`config.mk`:
```
export PLATFORM = sky130hd
export DESIGN_NAME = seg_scan_ctrl
export DESIGN_NICKNAME = d
export VERILOG_FILES = /design/src/rtl/seg_pkg.sv /design/src/rtl/seg_lz_mask.sv /design/src/rtl/seg_scan_ctrl.sv
export SDC_FILE = /design/constraint.sdc
export NUM_CORES = 1
export LEC_CHECK = 0
export ABC_AREA = 1
export ABC_CLOCK_PERIOD_IN_PS = 2710
export CORE_ASPECT_RATIO = 0.5
export CORE_MARGIN = 1.5
export CORE_UTILIZATION = 50
export DETAILED_ROUTE_END_ITERATION = 7
export GPL_ROUTABILITY_DRIVEN = 0
export PLACE_DENSITY = 0.72
export SYNTH_ARGS = -nofsm -noshare
export SYNTH_HDL_FRONTEND = slang
export SYNTH_SLANG_ARGS = --single-unit
```
`constraint.sdc`:
```
create_clock -name clk -period 2.71 [get_ports clk]
set_input_delay 0.542 -clock clk [delete_from_list [all_inputs] [get_ports clk]]
set_output_delay 0.542 -clock clk [all_outputs]
set_load 0.01 [all_outputs]
```
`src/rtl/seg_pkg.sv`:
```
// Shared types and constants for the seven-segment scan controller.
package seg_pkg;

    typedef enum logic {
        BLANK = 1'b0,
        SHOW  = 1'b1
    } scan_state_t;

    localparam logic [3:0] BCD_MAX = 4'd9;

    // Wide all-ones anode pattern; users slice it down to their digit count.
    localparam int                    MAX_DIGITS = 32;
    localparam logic [MAX_DIGITS-1:0] ANODE_OFF  = '1;

endpackage

```
`src/rtl/seg_lz_mask.sv`:
```
// Per-digit blanking mask: non-BCD nibbles, plus leading zeros when blank_lz is set.
// Latency: combinational, zero cycles.
// Backpressure: none, pure function of its inputs.
module seg_lz_mask
    import seg_pkg::*;
#(
    parameter int DIGITS = 4
) (
    input  logic [4*DIGITS-1:0] displayed,
    input  logic                blank_lz,
    output logic [DIGITS-1:0]   suppress
);

    logic       zero_run;
    logic [3:0] nib;

    // Walk from the most significant digit down; zero_run stays set while every
    // nibble seen so far is zero. Digit 0 is always exempt from zero blanking.
    always_comb begin
        suppress = '0;
        zero_run = 1'b1;
        nib      = '0;
        for (int i = DIGITS - 1; i >= 0; i--) begin
            nib         = displayed[4*i +: 4];
            zero_run    = zero_run && (nib == 4'd0);
            suppress[i] = (nib > BCD_MAX) || (blank_lz && (i != 0) && zero_run);
        end
    end

endmodule

```
`src/rtl/seg_scan_ctrl.sv`:
```
// Multiplexed seven-segment scanner with per-slot blanking and frame-boundary value commit.
// Latency: outputs registered; a load is displayed from the frame after the next commit edge.
// Backpressure: none; loads always accepted, latest value wins. SEG_SCAN_BRIGHTNESS_EN adds bright.
module seg_scan_ctrl #(
    parameter int DIGITS          = 4,
    parameter int TICKS_PER_DIGIT = 50000,
    parameter int BLANK_TICKS     = 500
) (
    input  logic                clk,
    input  logic                rst,
    input  logic [4*DIGITS-1:0] value,
    input  logic                load,
    input  logic                blank_lz,
`ifdef SEG_SCAN_BRIGHTNESS_EN
    input  logic [3:0]          bright,
`endif
    output logic [3:0]          seg_num,
    output logic                seg_en,
    output logic [DIGITS-1:0]   an,
    output logic                busy,
    output logic                frame_start
);

    import seg_pkg::*;

    localparam int SHOW_TICKS = TICKS_PER_DIGIT - BLANK_TICKS;
    localparam int TW         = $clog2(TICKS_PER_DIGIT + 1);
    localparam int IW         = (DIGITS > 1) ? $clog2(DIGITS) : 1;

    localparam logic [TW-1:0]     BLANK_LAST = TW'(BLANK_TICKS - 1);
    localparam logic [TW-1:0]     SHOW_LAST  = TW'(SHOW_TICKS - 1);
    localparam logic [IW-1:0]     IDX_LAST   = IW'(DIGITS - 1);
    localparam logic [DIGITS-1:0] AN_OFF     = ANODE_OFF[DIGITS-1:0];
    localparam logic [DIGITS-1:0] AN_ONE     = {{(DIGITS-1){1'b0}}, 1'b1};

    scan_state_t         state, state_nxt;
    logic [TW-1:0]       tick, tick_nxt;
    logic [IW-1:0]       idx, idx_nxt;
    logic                wrap;
    logic [4*DIGITS-1:0] displayed, pending;
    logic [DIGITS-1:0]   suppress;
    logic                lit;
    logic [DIGITS-1:0]   an_nxt;
    logic [3:0]          seg_num_nxt;
    logic                seg_en_nxt;

    seg_lz_mask #(
        .DIGITS (DIGITS)
    ) u_lz_mask (
        .displayed (displayed),
        .blank_lz  (blank_lz),
        .suppress  (suppress)
    );

    always_ff @(posedge clk or posedge rst) begin
        if (rst) begin
            state <= BLANK;
            tick  <= '0;
            idx   <= '0;
        end else begin
            state <= state_nxt;
            tick  <= tick_nxt;
            idx   <= idx_nxt;
        end
    end

    always_comb begin
        state_nxt = state;
        tick_nxt  = tick + 1'b1;
        idx_nxt   = idx;
        wrap      = 1'b0;
        case (state)
            BLANK: begin
                if (tick == BLANK_LAST) begin
                    state_nxt = SHOW;
                    tick_nxt  = '0;
                end
            end
            SHOW: begin
                if (tick == SHOW_LAST) begin
                    state_nxt = BLANK;
                    tick_nxt  = '0;
                    if (idx == IDX_LAST) begin
                        idx_nxt = '0;
                        wrap    = 1'b1;
                    end else begin
                        idx_nxt = idx + 1'b1;
                    end
                end
            end
            default: begin
                state_nxt = BLANK;
                tick_nxt  = '0;
            end
        endcase
    end

`ifdef SEG_SCAN_BRIGHTNESS_EN
    logic [TW-1:0] on_ticks, on_ticks_nxt;

    // On-time is latched on the edge that enters SHOW so a slot never changes
    // duty cycle half-way through.
    always_comb begin
        on_ticks_nxt = on_ticks;
        if (state == BLANK && state_nxt == SHOW)
            on_ticks_nxt = TW'((SHOW_TICKS * (int'(bright) + 1)) >> 4);
        lit = (tick_nxt < on_ticks_nxt);
    end

    always_ff @(posedge clk or posedge rst) begin
        if (rst) on_ticks <= '0;
        else     on_ticks <= on_ticks_nxt;
    end
`else
    always_comb lit = 1'b1;
`endif

    // Outputs are computed from the next state so the registered pins line up
    // with the state they describe.
    always_comb begin
        an_nxt      = AN_OFF;
        seg_num_nxt = 4'd0;
        seg_en_nxt  = 1'b0;
        if (state_nxt == SHOW && lit) begin
            an_nxt      = ~(AN_ONE << idx_nxt);
            seg_num_nxt = displayed[4*idx_nxt +: 4];
            seg_en_nxt  = !suppress[idx_nxt];
        end
    end

    always_ff @(posedge clk or posedge rst) begin
        if (rst) begin
            displayed   <= '0;
            pending     <= '0;
            busy        <= 1'b0;
            an          <= AN_OFF;
            seg_num     <= 4'd0;
            seg_en      <= 1'b0;
            frame_start <= 1'b0;
        end else begin
            an          <= an_nxt;
            seg_num     <= seg_num_nxt;
            seg_en      <= seg_en_nxt;
            frame_start <= wrap;
            if (wrap && busy)
                displayed <= pending;
            // A load on the commit edge refills pending while the old value commits.
            if (load) begin
                pending <= value;
                busy    <= 1'b1;
            end else if (wrap && busy) begin
                busy    <= 1'b0;
            end
        end
    end

endmodule

```
# Word level (Yosys, flattened, before mapping)
# Cells that the tools add are included.
[totals]
mem_count = 0
in_bits = 20
reg_bits = 62
ram_bits = 0
wordCells = 57
latch_bits = 0
output_inout_bits = 11
mem_bits_ro = 0
[classes]
add_sub_neg = 2
n_lt_le_gt_ge = 5
n_eq_ne = 3
shifts = 2
bitwise = 2
n_mux = 19
div = 0
reduce_logical = 14
multipliers = 0
[op_table]
columns = ["op", "n"]
rows = [
  ["2-to-1 mux 16 bit", 2],
  ["one-hot mux 16 bit (2 select lines)", 1],
  ["adder 16 x 1 -> 16 bit, second input constant", 1],
  ["equality test 16 bit, second input constant", 1],
  ["equality test 16 x 9 -> 1 bit, second input constant", 1],
  ["greater-than comparator 4 bit, second input constant", 4],
  ["indexed part select 16 x 5 -> 4 bit", 1],
  ["zero test 4 bit", 3],
  ["2-to-1 mux 1 bit", 9],
  ["2-to-1 mux 4 bit", 2],
  ["logical AND 1 bit", 6],
  ["2-to-1 mux 2 bit", 3],
  ["NOT 4 bit", 1],
  ["left shift 1 x 2 -> 4 bit, first input constant", 1],
  ["logical OR 1 bit", 3],
  ["less-than comparator 2 x 3 -> 1 bit, second input constant", 1],
  ["adder 2 x 1 -> 2 bit, second input constant", 1],
  ["binary-select mux 1 bit (select 2 bit)", 1],
  ["equality test 2 bit, second input constant", 1],
  ["one-hot mux 1 bit (2 select lines)", 1],
  ["nonzero test 2 bit", 1],
  ["zero test 1 bit", 1],
  ["NOT 1 bit", 1],
]

# Logic depth before layout (Yosys ltp)
[logic_depth]
word_depth = 9
depth_mapped = 13

# Hierarchy
# Synthesis repeated with hierarchy kept, for this count alone.
[unflattened]
hier_cells = 350
area_unflattened_um2 = 3034.2
[by_module_without_submodules]
columns = ["module", "n_inst", "cells_each", "seq_area_each_um2", "area_per_inst_um2"]
rows = [
  ["seg_scan_ctrl", 1, 321, 1556.5, 2916.5],
  ["seg_lz_mask", 1, 29, 0.0, 117.6],
]

# Worst setup path before layout
# Ideal clock, no wire load.
[synth_path]
kind = "register to register"
startpoint = "reg tick[0]"
endpoint = "reg seg_num[2]"
stages_incl_launch_ff = 14
t_arrival_ns = 1.451
slack_ns = 1.182
setup_time_ns = 0.077
synth_period_minus_slack_ns = 1.528
path_buffers = 1
path_cell_list = "dfrtp_1 -> ha_1 -> nand2_1 -> clkinv_1 -> nand2_2 -> nor2_4 -> nand3_2 -> nand2_2 -> nand2_2 -> buf_6 -> nand2_1 -> nand2_1 -> nand2_1 -> a21oi_1"
[synth_between]
elab_chain_cells = 5
word_cells_on_any_way = 9
classes_between = "2 x eq/ne; 1 x shift; 6 x mux"
[synth_lines]
columns = ["item", "line", "rtl"]
rows = [
  ["start: declaration", "seg_scan_ctrl.sv:37", "logic [TW-1:0] tick, tick_nxt;"],
  ["start signal: assignment", "seg_scan_ctrl.sv:62", "tick <= tick_nxt;"],
  ["equality test 16 bit", "seg_scan_ctrl.sv:80", "if (tick == SHOW_LAST) begin"],
  ["2-to-1 mux 2 bit", "seg_scan_ctrl.sv:80", ""],
  ["2-to-1 mux 2 bit", "seg_scan_ctrl.sv:72", "case (state)"],
  ["via idx_nxt[0]", "seg_scan_ctrl.sv:38", "logic [IW-1:0] idx, idx_nxt;"],
  ["indexed part select 16 x 5 -> 4 bit", "seg_scan_ctrl.sv:126", "seg_num_nxt = displayed[4*idx_nxt +: 4];"],
  ["2-to-1 mux 4 bit", "seg_scan_ctrl.sv:124", "if (state_nxt == SHOW && lit) begin"],
  ["via seg_num_nxt[2]", "seg_scan_ctrl.sv:44", "logic [3:0] seg_num_nxt;"],
  ["end signal: assignment", "seg_scan_ctrl.sv:142", "seg_num <= seg_num_nxt;"],
  ["end: declaration", "seg_scan_ctrl.sv:17", "output logic [3:0] seg_num,"],
]
# The timed path passes the listed nets, and every way through them passes these cells.
# A chain may end at the register's enable or synchronous reset.

# Final worst setup path
[layout_path]
startpoint = "reg tick[0]"
endpoint = "reg seg_num[2]"
[layout_between]
elab_chain_cells = 5
word_cells_on_any_way = 9
classes_between = "2 x eq/ne; 1 x shift; 6 x mux"
[layout_lines]
columns = ["item", "line"]
rows = [
  ["equality test 16 bit", "seg_scan_ctrl.sv:80"],
  ["2-to-1 mux 2 bit", "seg_scan_ctrl.sv:80"],
  ["2-to-1 mux 2 bit", "seg_scan_ctrl.sv:72"],
  ["indexed part select 16 x 5 -> 4 bit", "seg_scan_ctrl.sv:126"],
  ["2-to-1 mux 4 bit (*)", "seg_scan_ctrl.sv:124"],
  ["via seg_num_nxt[2]", "seg_scan_ctrl.sv:44"],
]
# Mark *: on every way through the listed nets, which the timed path passes. The rest lies on a longest branch.

==> impl_results.rst <==
.. list-table::
   :header-rows: 1

   * - Metric
     - Value
   * - Leakage power
     - 1.661 nW
   * - Crit-path most repeated cell
     - sky130_fd_sc_hd__nand2_1
   * - Clock tree from TritonCTS
     - built
   * - Worst hold slack
     - between 0.4 and 0.5 ns
   * - Cell count after synthesis
     - around 340
   * - Minimum clock period after layout
     - about 2 ns
   * - Critical path cell sequence
     - ha_1, nand2_1, clkinv_1, nand2_2, nor2_4, nand4_2, nand2_2, nand2_1, nand2_1, nand2_1, a21oi_1
   * - Maximum clock insertion buffer count
     - 2
   * - Total power consumption of the routed design
     - approximately 2.2 mW
   * - Area share of xor/xnor cells in the synthesized design
     - 2.135%
   * - Count of cells resized by post-cts repair
     - 0
   * - Number of nets in the synthesized netlist
     - between 300 and 400
   * - Critical path startpoint category
     - register
   * - Synth area leaders
     - sky130_fd_sc_hd__dfrtp_1 51%, sky130_fd_sc_hd__nand2_1 11%, sky130_fd_sc_hd__inv_1 5.0%
   * - Via count of the first global-routing pass
     - 2162
   * - Sum of net half-perimeters after detailed placement
     - approximately 3700 µm
   * - DRC errors left
     - 0
   * - Final wirelength
     - 5417 µm
   * - Share of the yosys chip area belonging to registers
     - a little over half
   * - Met1 WL
     - 2553 µm
   * - Final worst-path cycle share
     - between 70% and 80%
   * - Main flop type after synthesis
     - sky130_fd_sc_hd__dfrtp_1
   * - Slew at the pin closest to its max-slew limit
     - between 0.9 and 1 ns
   * - Post-Layout Inst Area
     - ~0.0035 mm²
   * - Num CTS Buffers
     - 9
   * - Setup-violating endpoint count in the final report
     - 0
   * - CTS H-Tree Depth
     - 3
   * - Worst setup skew after layout
     - approximately 0.0036 ns
   * - Share of cells above drive strength 1
     - 10.03%
   * - Clock-pin slew on the worst setup and hold paths
     - about 0.05 ns
   * - CP endpoint
     - seg_num[2]
   * - Number of pins with negative max-slew slack in the final report
     - 0
   * - Top cell type's share of synthesized area
     - between 50% and 60%
   * - Mux contribution to synthesized area
     - 0%
   * - Via Count
     - approximately 2300
   * - Die width
     - roughly 110 µm
   * - Maximum number of pins on one net before global-route repair
     - 34
   * - CP max stage cell
     - sky130_fd_sc_hd__dfrtp_1
   * - Outcome
     - finished, final reports clean
   * - Flip-flop and latch count after synthesis
     - 62
   * - Setup fix buffers added after clock tree synthesis
     - 0
   * - Clock root cell
     - sky130_fd_sc_hd__clkbuf_16
   * - Mapped Avg Cell Area
     - 8.421 µm²
   * - Detail Route met3 WL
     - approximately 230 µm
   * - Violation count after the first detailed-route iteration
     - about 130
   * - Placed inst area
     - between 0.003 and 0.004 mm²
   * - Area share of fa/ha/maj cells after synthesis
     - less than 1%
   * - Arrival time of data at the critical path endpoint
     - 2.21 ns
   * - Initial antenna violation count
     - 0
   * - Hold buffer count at CTS
     - 0
   * - Top cells by instance count after synthesis
     - 86 x sky130_fd_sc_hd__nand2_1, 58 x sky130_fd_sc_hd__dfrtp_1, 38 x sky130_fd_sc_hd__inv_1
   * - IO Count
     - 31
   * - Mean number of vias per cell
     - roughly 5
   * - R2r worst-path depth
     - 11
   * - Die Span Y
     - between 50 and 60 µm
   * - Count of standard-cell rows
     - 19
   * - Count leader, synth
     - sky130_fd_sc_hd__nand2_1
   * - Crit. End Element
     - register
   * - Antenna cell count
     - 0
   * - Number of violations of the max-capacitance limit
     - 0
   * - Number of flops mapped to enable cells by yosys
     - 0
   * - Topmost layer with routed signal wires
     - met4
   * - Total iterations of the first detailed-routing run
     - 4
   * - Share of synthesized registers carrying an async set or reset
     - 100.0%
   * - Overall track demand over capacity in global routing
     - around a fifth
   * - Synth Area in Simple Gates
     - 27.45%
   * - Fmax
     - around 510 MHz
   * - Worst-Skew Late Latency
     - between 0.3 and 0.4 ns
   * - Unrepaired setup endpoints after global routing
     - false
   * - Setup TNS after final layout
     - 0 ns
   * - Endpoint of the worst register-to-register path
     - seg_num[2]
   * - Post-route antenna net violation count
     - 0
   * - Netlist Area Pre-Place
     - between 0.002 and 0.003 mm²
   * - Endpoint required time on the critical path
     - roughly 3 ns
   * - Hold path startpoint
     - tick[0]
   * - Largest fanout on the critical path
     - 14
   * - Synth Area in Compound Gates
     - between 7 and 8%
   * - Worst IR Drop VDD
     - ~500 µV
   * - Total power density per cell area
     - 632.6 mW/mm²
   * - Distinct cell type count after synthesis
     - 30
   * - Starting utilization of the core area
     - approximately 52%
   * - Remaining global-route overflow
     - 0
   * - Metal2 WL
     - 2569 µm
   * - Classification of the worst-slack hold path
     - reg2reg
   * - Startpoint-to-endpoint class of the critical path
     - reg2reg
   * - Post-detailed-route wirelength per cell
     - approximately 12 µm
   * - Main combinational cell family by area after synthesis
     - simple AND/OR/NAND/NOR gates
   * - Synthesis warning total
     - 0
   * - Core Region
     - 0.005515 mm²
   * - Sinks on the clock net
     - slightly above 60
   * - IO buf count
     - 30
   * - Worst-case register-to-register setup slack
     - 0.74 ns
   * - Die footprint
     - slightly above 0.006 mm²
   * - Library cell with the largest summed area after synthesis
     - sky130_fd_sc_hd__dfrtp_1
   * - Count of endpoints failing hold in the final timing report
     - 0
   * - Startpoint of the most critical setup path
     - tick[0]
   * - Critical path's largest stage delay
     - roughly 0.36 ns
   * - Area growth syn-to-layout
     - 23.49%
   * - Relative slew slack
     - roughly two fifths
   * - Global-route wire length before repair
     - slightly below 10000 µm
   * - Reg2Reg Launch Point
     - tick[0]
   * - Layout net count
     - slightly below 400
-- stage by stage --
stage | util (%) | std cells | worst slack [ns]
after floorplan | - | 341 | 0.6332
after global routing | 64.29 | 452 | 0.5189
after CTS | 64.29 | 452 | 0.7368
after detailed placement | 58.55 | 436 | 0.6775
after global placement | 58.55 | 436 | 0.7674
final | 64.29 | 452 | 0.7394
-- routing by layer --
layer	vias to the layer above	GRT usage, %
met5	-	0
met4	0	7.875
met3	6	8.711
met2	34	33.01
met1	1050	25.62
li1	1161	-
-- worst max-delay path: cells and delay by family (launching register included) --
kind | cells | cell delay (ns)
simple gates | 8 | 1.09
flops | 1 | 0.36
fa+ha+maj | 1 | 0.21
compound gates | 1 | 0.17
buf+inv | 1 | 0.06
-- cells by family after synthesis --
family                     Yosys count
and+or+nand+nor                    174
DFF                                 62
buffers and inverters               51
AOI/OAI and AO/OA                   45
xor gates and xnor gates             7
adders and majority gates            2
-- cell usage in the layout, fill, tap and decap left out, drive strengths merged --
cell type	instances
nor3b	2
o21ai	38
xnor2	2
or2	2
bufinv	2
buf	1
dfrtp	58
nand4	8
nand3	23
a31oi	1
nor4	4
nor2	33
dfstp	4
clkinv	3
ha	2
o21bai	1
nand2	92
nor3	10
xor2	5
clkdlybuf4s50	30
a21oi	5
clkbuf	12
inv	41
-- report_power, final --
part,switching (mW),internal [mW]
registers,0.00543,0.949
logic,0.0452,0.0376
clock network,0.380,0.826
-- how the worst min path moves through the flow --
| stage | end | cells past startpoint |
|---|---|---|
| floorplan | tick[0] | 1 |
| global placement | tick[0] | 1 |
| detailed placement | tick[0] | 1 |
| CTS | tick[0] | 1 |
| global route | tick[0] | 1 |
| finish | tick[0] | 1 |
-- registers in the layout, indices dropped and copies added, names as in the netlist --
register	count
an	4
busy	1
displayed	16
frame_start	1
idx	2
pending	16
seg_en	1
seg_num	4
state	1
tick	16
-- cell type report --
| class | instances | area, µm² |
|---|---|---|
| inverters | 42 | 157.7 |
| repair buffers | 31 | 320.3 |
| multi-input cells | 228 | 1104 |
| flip-flops and latches | 62 | 1556 |
| clock buffers | 12 | 246.5 |
| well taps | 73 | 91.34 |
| clock inverters | 4 | 70.07 |
| fillers | 481 | 1969 |
No activity file was read; power rests on OpenSTA's default activity.
==> patch 1 (same flow settings) <==
Set the parameter `TICKS_PER_DIGIT` to 200000 (it was 50000).
--- a/src/rtl/seg_scan_ctrl.sv
+++ b/src/rtl/seg_scan_ctrl.sv
@@ -3,7 +3,7 @@
 // Backpressure: none; loads always accepted, latest value wins. SEG_SCAN_BRIGHTNESS_EN adds bright.
 module seg_scan_ctrl #(
     parameter int DIGITS          = 4,
-    parameter int TICKS_PER_DIGIT = 50000,
+    parameter int TICKS_PER_DIGIT = 200000,
     parameter int BLANK_TICKS     = 500
 ) (
     input  logic                clk,
Behaviour: same outputs for any inputs over 10 cycles, from zero or initial values and one cycle with rst high; that may be too few to reach the edited logic, so the function may still have changed.
==> patch 1 against the unedited design <==
Synthesized area rose by 12%; setup slack improved by 40 ps; critical path type unchanged; design area rose by 9.9%; clock power barely moved; combinational power rose by 6.3%; sequential cell count rose by 2; wire length rose by 13%; power rose by 1.9%; hold slack improved by 38 ps.
==> patch 1: results (changes against the unedited design) <==
{| class="wikitable"
! Metric !! Value
|-
| Portion of the post-synthesis area used by sequential elements || 50.2% (-4.0 points)
|-
| Iter 0 DRT Violations || 214 (+71%)
|-
| Aggregate global-route resource usage || 20.2% (-0.73 points)
|-
| Average vias per placed instance || 5.00 (+0.44%)
|-
| Filler instances || 521 (+8.3%)
|-
| Final cell count without fillers || 503 (+11%)
|-
| Outcome || complete, no violations
|-
| Unique masters post-synth || 35 (+17%)
|-
| Share of layout cells above drive strength 1 || 16.6% (+6.6 points)
|-
| DP Cell Count || 487 (+12%)
|-
| DR WL/cell || 12.2 um (+1.9%)
|-
| Reg-to-reg setup timing slack || 780 ps (+40 ps)
|-
| Transition at the pin with the smallest max-transition slack || 461 ps (-458 ps)
|-
| Placed wire-length estimate || 4.37 mm (+17%)
|-
| Wire length of the first global-routing pass || 10.5 mm (+8.6%)
|-
| Worst-case clock buffer depth || 2 (unchanged)
|-
| Pin count of the biggest net entering global routing || 36 (+5.9%)
|-
| Vias in the first global route || 2443 (+13%)
|-
| Reg2Reg Capture Point || tick[16]
|-
| Top post-synthesis cells by count || 87 x sky130_fd_sc_hd__nand2_1, 60 x sky130_fd_sc_hd__dfrtp_1, 50 x sky130_fd_sc_hd__inv_1, 33 x sky130_fd_sc_hd__nor2_1
|-
| Nets || 432 (+9.1%)
|-
| Crit path from || tick[0]
|-
| Max IR drop VDD || 0.319 mV (-37%)
|-
| Registers with the most flip-flops || tick: 18 flops, displayed: 16 flops, pending: 16 flops
|-
| Depth of the worst register-to-register path || 10 (-1)
|-
| Critical path peak fanout || 4 (-10)
|-
| Leakage power of the design || 1.84 nW (+11%)
|}
patch 1: changes by cell type in the layout (fill, tap and decap cells not counted), sizes merged, moves of 2 or more:
| cell | unedited run | this run |
|---|---|---|
| inv | 41 | 53 |
| nand2 | 92 | 104 |
| nor2 | 33 | 40 |
| nor3 | 10 | 6 |
| a21oi | 5 | 8 |
| buf | 1 | 4 |
| clkinv | 3 | 0 |
| a21o | 0 | 2 |
| dfrtp | 58 | 60 |
| nand4 | 8 | 10 |
| or2 | 2 | 0 |
patch 1: kinds of logic (layout without fill, tap and decap cells):
| group | after synthesis | count (layout) | synth area share [%] |
|---|---|---|---|
| fa+ha+maj | 2 | 2 | 0.781 |
| xor+xnor | 6 | 6 | 1.64 |
| compound gates | 51 | 51 | 10.2 |
| simple gates | 189 | 189 | 29.0 |
| flops | 64 | 64 | 50.2 |
| buf+inv | 62 | 103 | 8.25 |
patch 1: layer usage:
metal | vias to the layer above | track usage (%) | routed length [um]
li1 | 1265 | - | -
met1 | 1168 | 23.2 | 2710
met4 | 0 | 9.23 | 117
met3 | 17 | 7.46 | 300
met5 | - | 0 | 0
met2 | 66 | 34.3 | 3020
patch 1: final cells by class:
cell class / count / share of cell area [%]
inverter: 53 / 5.17
sequential: 64 / 41.2
clock inverter: 3 / 1.73
multi-input combinational: 248 / 34.2
tap: 88 / 2.83
clock buffer: 13 / 6.42
timing repair buffer: 34 / 8.48
patch 1: how the worst min path moves through the flow:
stage	from	endpoint	slack [ps]
after CTS	tick[0]	tick[0]	490
after global placement	tick[0]	tick[0]	470
after floorplan	tick[0]	tick[0]	460
final	tick[0]	tick[0]	500
after detailed placement	tick[0]	tick[0]	490
after global routing	tick[0]	tick[0]	530
patch 1: where the power goes:
part           total [mW]  internal (mW)  switching (mW)
combinational      0.0880         0.0374          0.0506
clock                1.21          0.830           0.384
sequential          0.983          0.978         0.00500
patch 1: stage by stage:
step | setup slack, ps | instance area (um^2) | util (%)
2_1_floorplan | 577 | 3200 | -
3_3_place_gp | 769 | 3580 | 58.4
3_5_place_dp | 741 | 3580 | 58.4
4_1_cts | 783 | 3900 | 63.6
5_1_grt | 601 | 3900 | 63.6
6_report | 780 | 3900 | 63.6
patch 1: critical path: stages (launching register included):
cell and delay [ps]:
sky130_fd_sc_hd__dfrtp_1 390, sky130_fd_sc_hd__ha_1 210, sky130_fd_sc_hd__nand2_1 130, sky130_fd_sc_hd__nor2_1 220, sky130_fd_sc_hd__nand2_1 100, sky130_fd_sc_hd__nor2_2 140
sky130_fd_sc_hd__nand2_1 140, sky130_fd_sc_hd__nor2_2 170, sky130_fd_sc_hd__nand3_1 120, sky130_fd_sc_hd__o21ai_1 130, sky130_fd_sc_hd__a21oi_1 50
==> patch 2 (same settings) <==
Made on the original files. Put one more register stage on the output `an`, with the module's reset. The value now appears one clock later. The other outputs are not delayed to match.
--- a/src/rtl/seg_scan_ctrl.sv
+++ b/src/rtl/seg_scan_ctrl.sv
@@ -32,6 +32,8 @@
     localparam logic [IW-1:0]     IDX_LAST   = IW'(DIGITS - 1);
     localparam logic [DIGITS-1:0] AN_OFF     = ANODE_OFF[DIGITS-1:0];
     localparam logic [DIGITS-1:0] AN_ONE     = {{(DIGITS-1){1'b0}}, 1'b1};
+
+    logic [DIGITS-1:0] an_s0;
 
     scan_state_t         state, state_nxt;
     logic [TW-1:0]       tick, tick_nxt;
@@ -133,12 +135,12 @@
             displayed   <= '0;
             pending     <= '0;
             busy        <= 1'b0;
-            an          <= AN_OFF;
+            an_s0       <= AN_OFF;
             seg_num     <= 4'd0;
             seg_en      <= 1'b0;
             frame_start <= 1'b0;
         end else begin
-            an          <= an_nxt;
+            an_s0       <= an_nxt;
             seg_num     <= seg_num_nxt;
             seg_en      <= seg_en_nxt;
             frame_start <= wrap;
@@ -154,5 +156,13 @@
         end
     end
 
+    always_ff @(posedge clk or posedge rst) begin
+        if (rst) begin
+            an <= '0;
+        end else begin
+            an <= an_s0;
+        end
+    end
+
 endmodule
 
Check against the original RTL: not equivalent (Yosys sat finds a counterexample within 4 cycles, from zero or initial values and one cycle with rst high).
==> patch 2 against the unedited design <==
Setup slack got worse by 67 ps; power decreased by 4.2%; hold slack got worse by 70 ps; synthesized area increased by 3.6%; die area increased by 3.5%; sequential cell count increased by 4; wire length increased by 4.4%; design area increased by 2.2%; largest cell class unchanged.
==> patch 2: results (changes against the unedited design) <==
{| class="wikitable"
! Metric !! Value
|-
| Synthesized netlist cell count || 345 (+1.2%)
|-
| Number of instances on the worst hold path || 0 (-1)
|-
| Placed wire-length estimate || 4.00 mm (+7.2%)
|-
| Filler instances || 461 (-4.2%)
|-
| Clk_skew || 6.76 ps (+3.18 ps)
|-
| Outcome || complete, no violations
|-
| Share of cell area taken by multi-input logic gates || 30.4% (-0.68 points)
|-
| Number of nets produced by synthesis || 367 (+1.1%)
|-
| Multi-In Gates || 226 (-0.88%)
|-
| Portion of the post-synthesis area used by sequential elements || 55.7% (+1.5 points)
|-
| Invs w/o clock || 44 (+4.8%)
|-
| Nets || 401 (+1.3%)
|-
| Total of plain and repair buffers excluding clock buffers || 32 (+3.2%)
|-
| Unique masters post-synth || 31 (+3.3%)
|-
| ClkCell Share || 7.73% (-1.2 points)
|-
| Clock buffer count || 10 (-2)
|-
| Cell types with the largest area share after synthesis || sky130_fd_sc_hd__dfrtp_1 52%, sky130_fd_sc_hd__nand2_1 11%, sky130_fd_sc_hd__inv_1 4.9%
|-
| Beginning of the worst hold path || an_s0[3]
|-
| Top post-synthesis cells by count || 87 x sky130_fd_sc_hd__nand2_1, 62 x sky130_fd_sc_hd__dfrtp_1, 39 x sky130_fd_sc_hd__inv_1, 26 x sky130_fd_sc_hd__nor2_1, 21 x sky130_fd_sc_hd__nand3_1
|-
| CP arrival || 2250 ps (+40 ps)
|-
| Sequential fraction of total cell area || 45.7% (+1.8 points)
|-
| Total number of sequential cells || 66 (+6.5%)
|-
| Critical path destination || seg_en
|-
| Reg-to-reg setup timing slack || 670 ps (-70 ps)
|-
| Pin count of the biggest net entering global routing || 54 (+59%)
|}
-- patch 2: per-stage QoR --
stage	power [mW]	setup slack [ps]	instance area [um^2]
final	2.15	673	3620
after global routing	2.24	512	3620
after CTS	2.18	695	3620
after detailed placement	1.12	646	3340
after floorplan	1.07	520	2980
after global placement	1.11	745	3340
-- patch 2: power by group through the flow --
stage	Clock, mW	Combinational [mW]	Sequential (mW)
after floorplan	0	0.0436	1.03
after global placement	0	0.0844	1.03
after detailed placement	0	0.0881	1.03
after CTS	1.07	0.0885	1.01
after global routing	1.13	0.0977	1.01
final	1.05	0.0852	1.01
-- patch 2: worst max-delay path, stage by stage, from the launching register on --
cell and delay (ps):
sky130_fd_sc_hd__dfrtp_1 360, sky130_fd_sc_hd__ha_1 210, sky130_fd_sc_hd__nand2_1 70, sky130_fd_sc_hd__clkinv_1 60, sky130_fd_sc_hd__nand2_2 50, sky130_fd_sc_hd__nor2_4 130, sky130_fd_sc_hd__nand3_2 110, sky130_fd_sc_hd__nand2_1 300
sky130_fd_sc_hd__nand2_2 250, sky130_fd_sc_hd__nor2_1 210, sky130_fd_sc_hd__nand2_1 70, sky130_fd_sc_hd__nand3_1 70, sky130_fd_sc_hd__nor2_1 40
-- patch 2: cell families after synthesis --
group                    count (synthesis)  share of synthesized area [%]
XOR/XNOR                                 7                           2.06
adder cells (fa/ha/maj)                  2                          0.841
AND/OR/NAND/NOR                        173                           26.5
AO/OA/AOI/OAI                           44                           7.65
flip-flops                              66                           55.7
buffers and inverters                   53                           7.23
-- patch 2: metal layers --
layer	track usage [%]	up-vias	wire, um
li1	-	1174	-
met1	22.9	1127	2610
met2	34.2	47	2690
met3	5.10	17	210
met4	8.86	0	145
met5	0	-	0
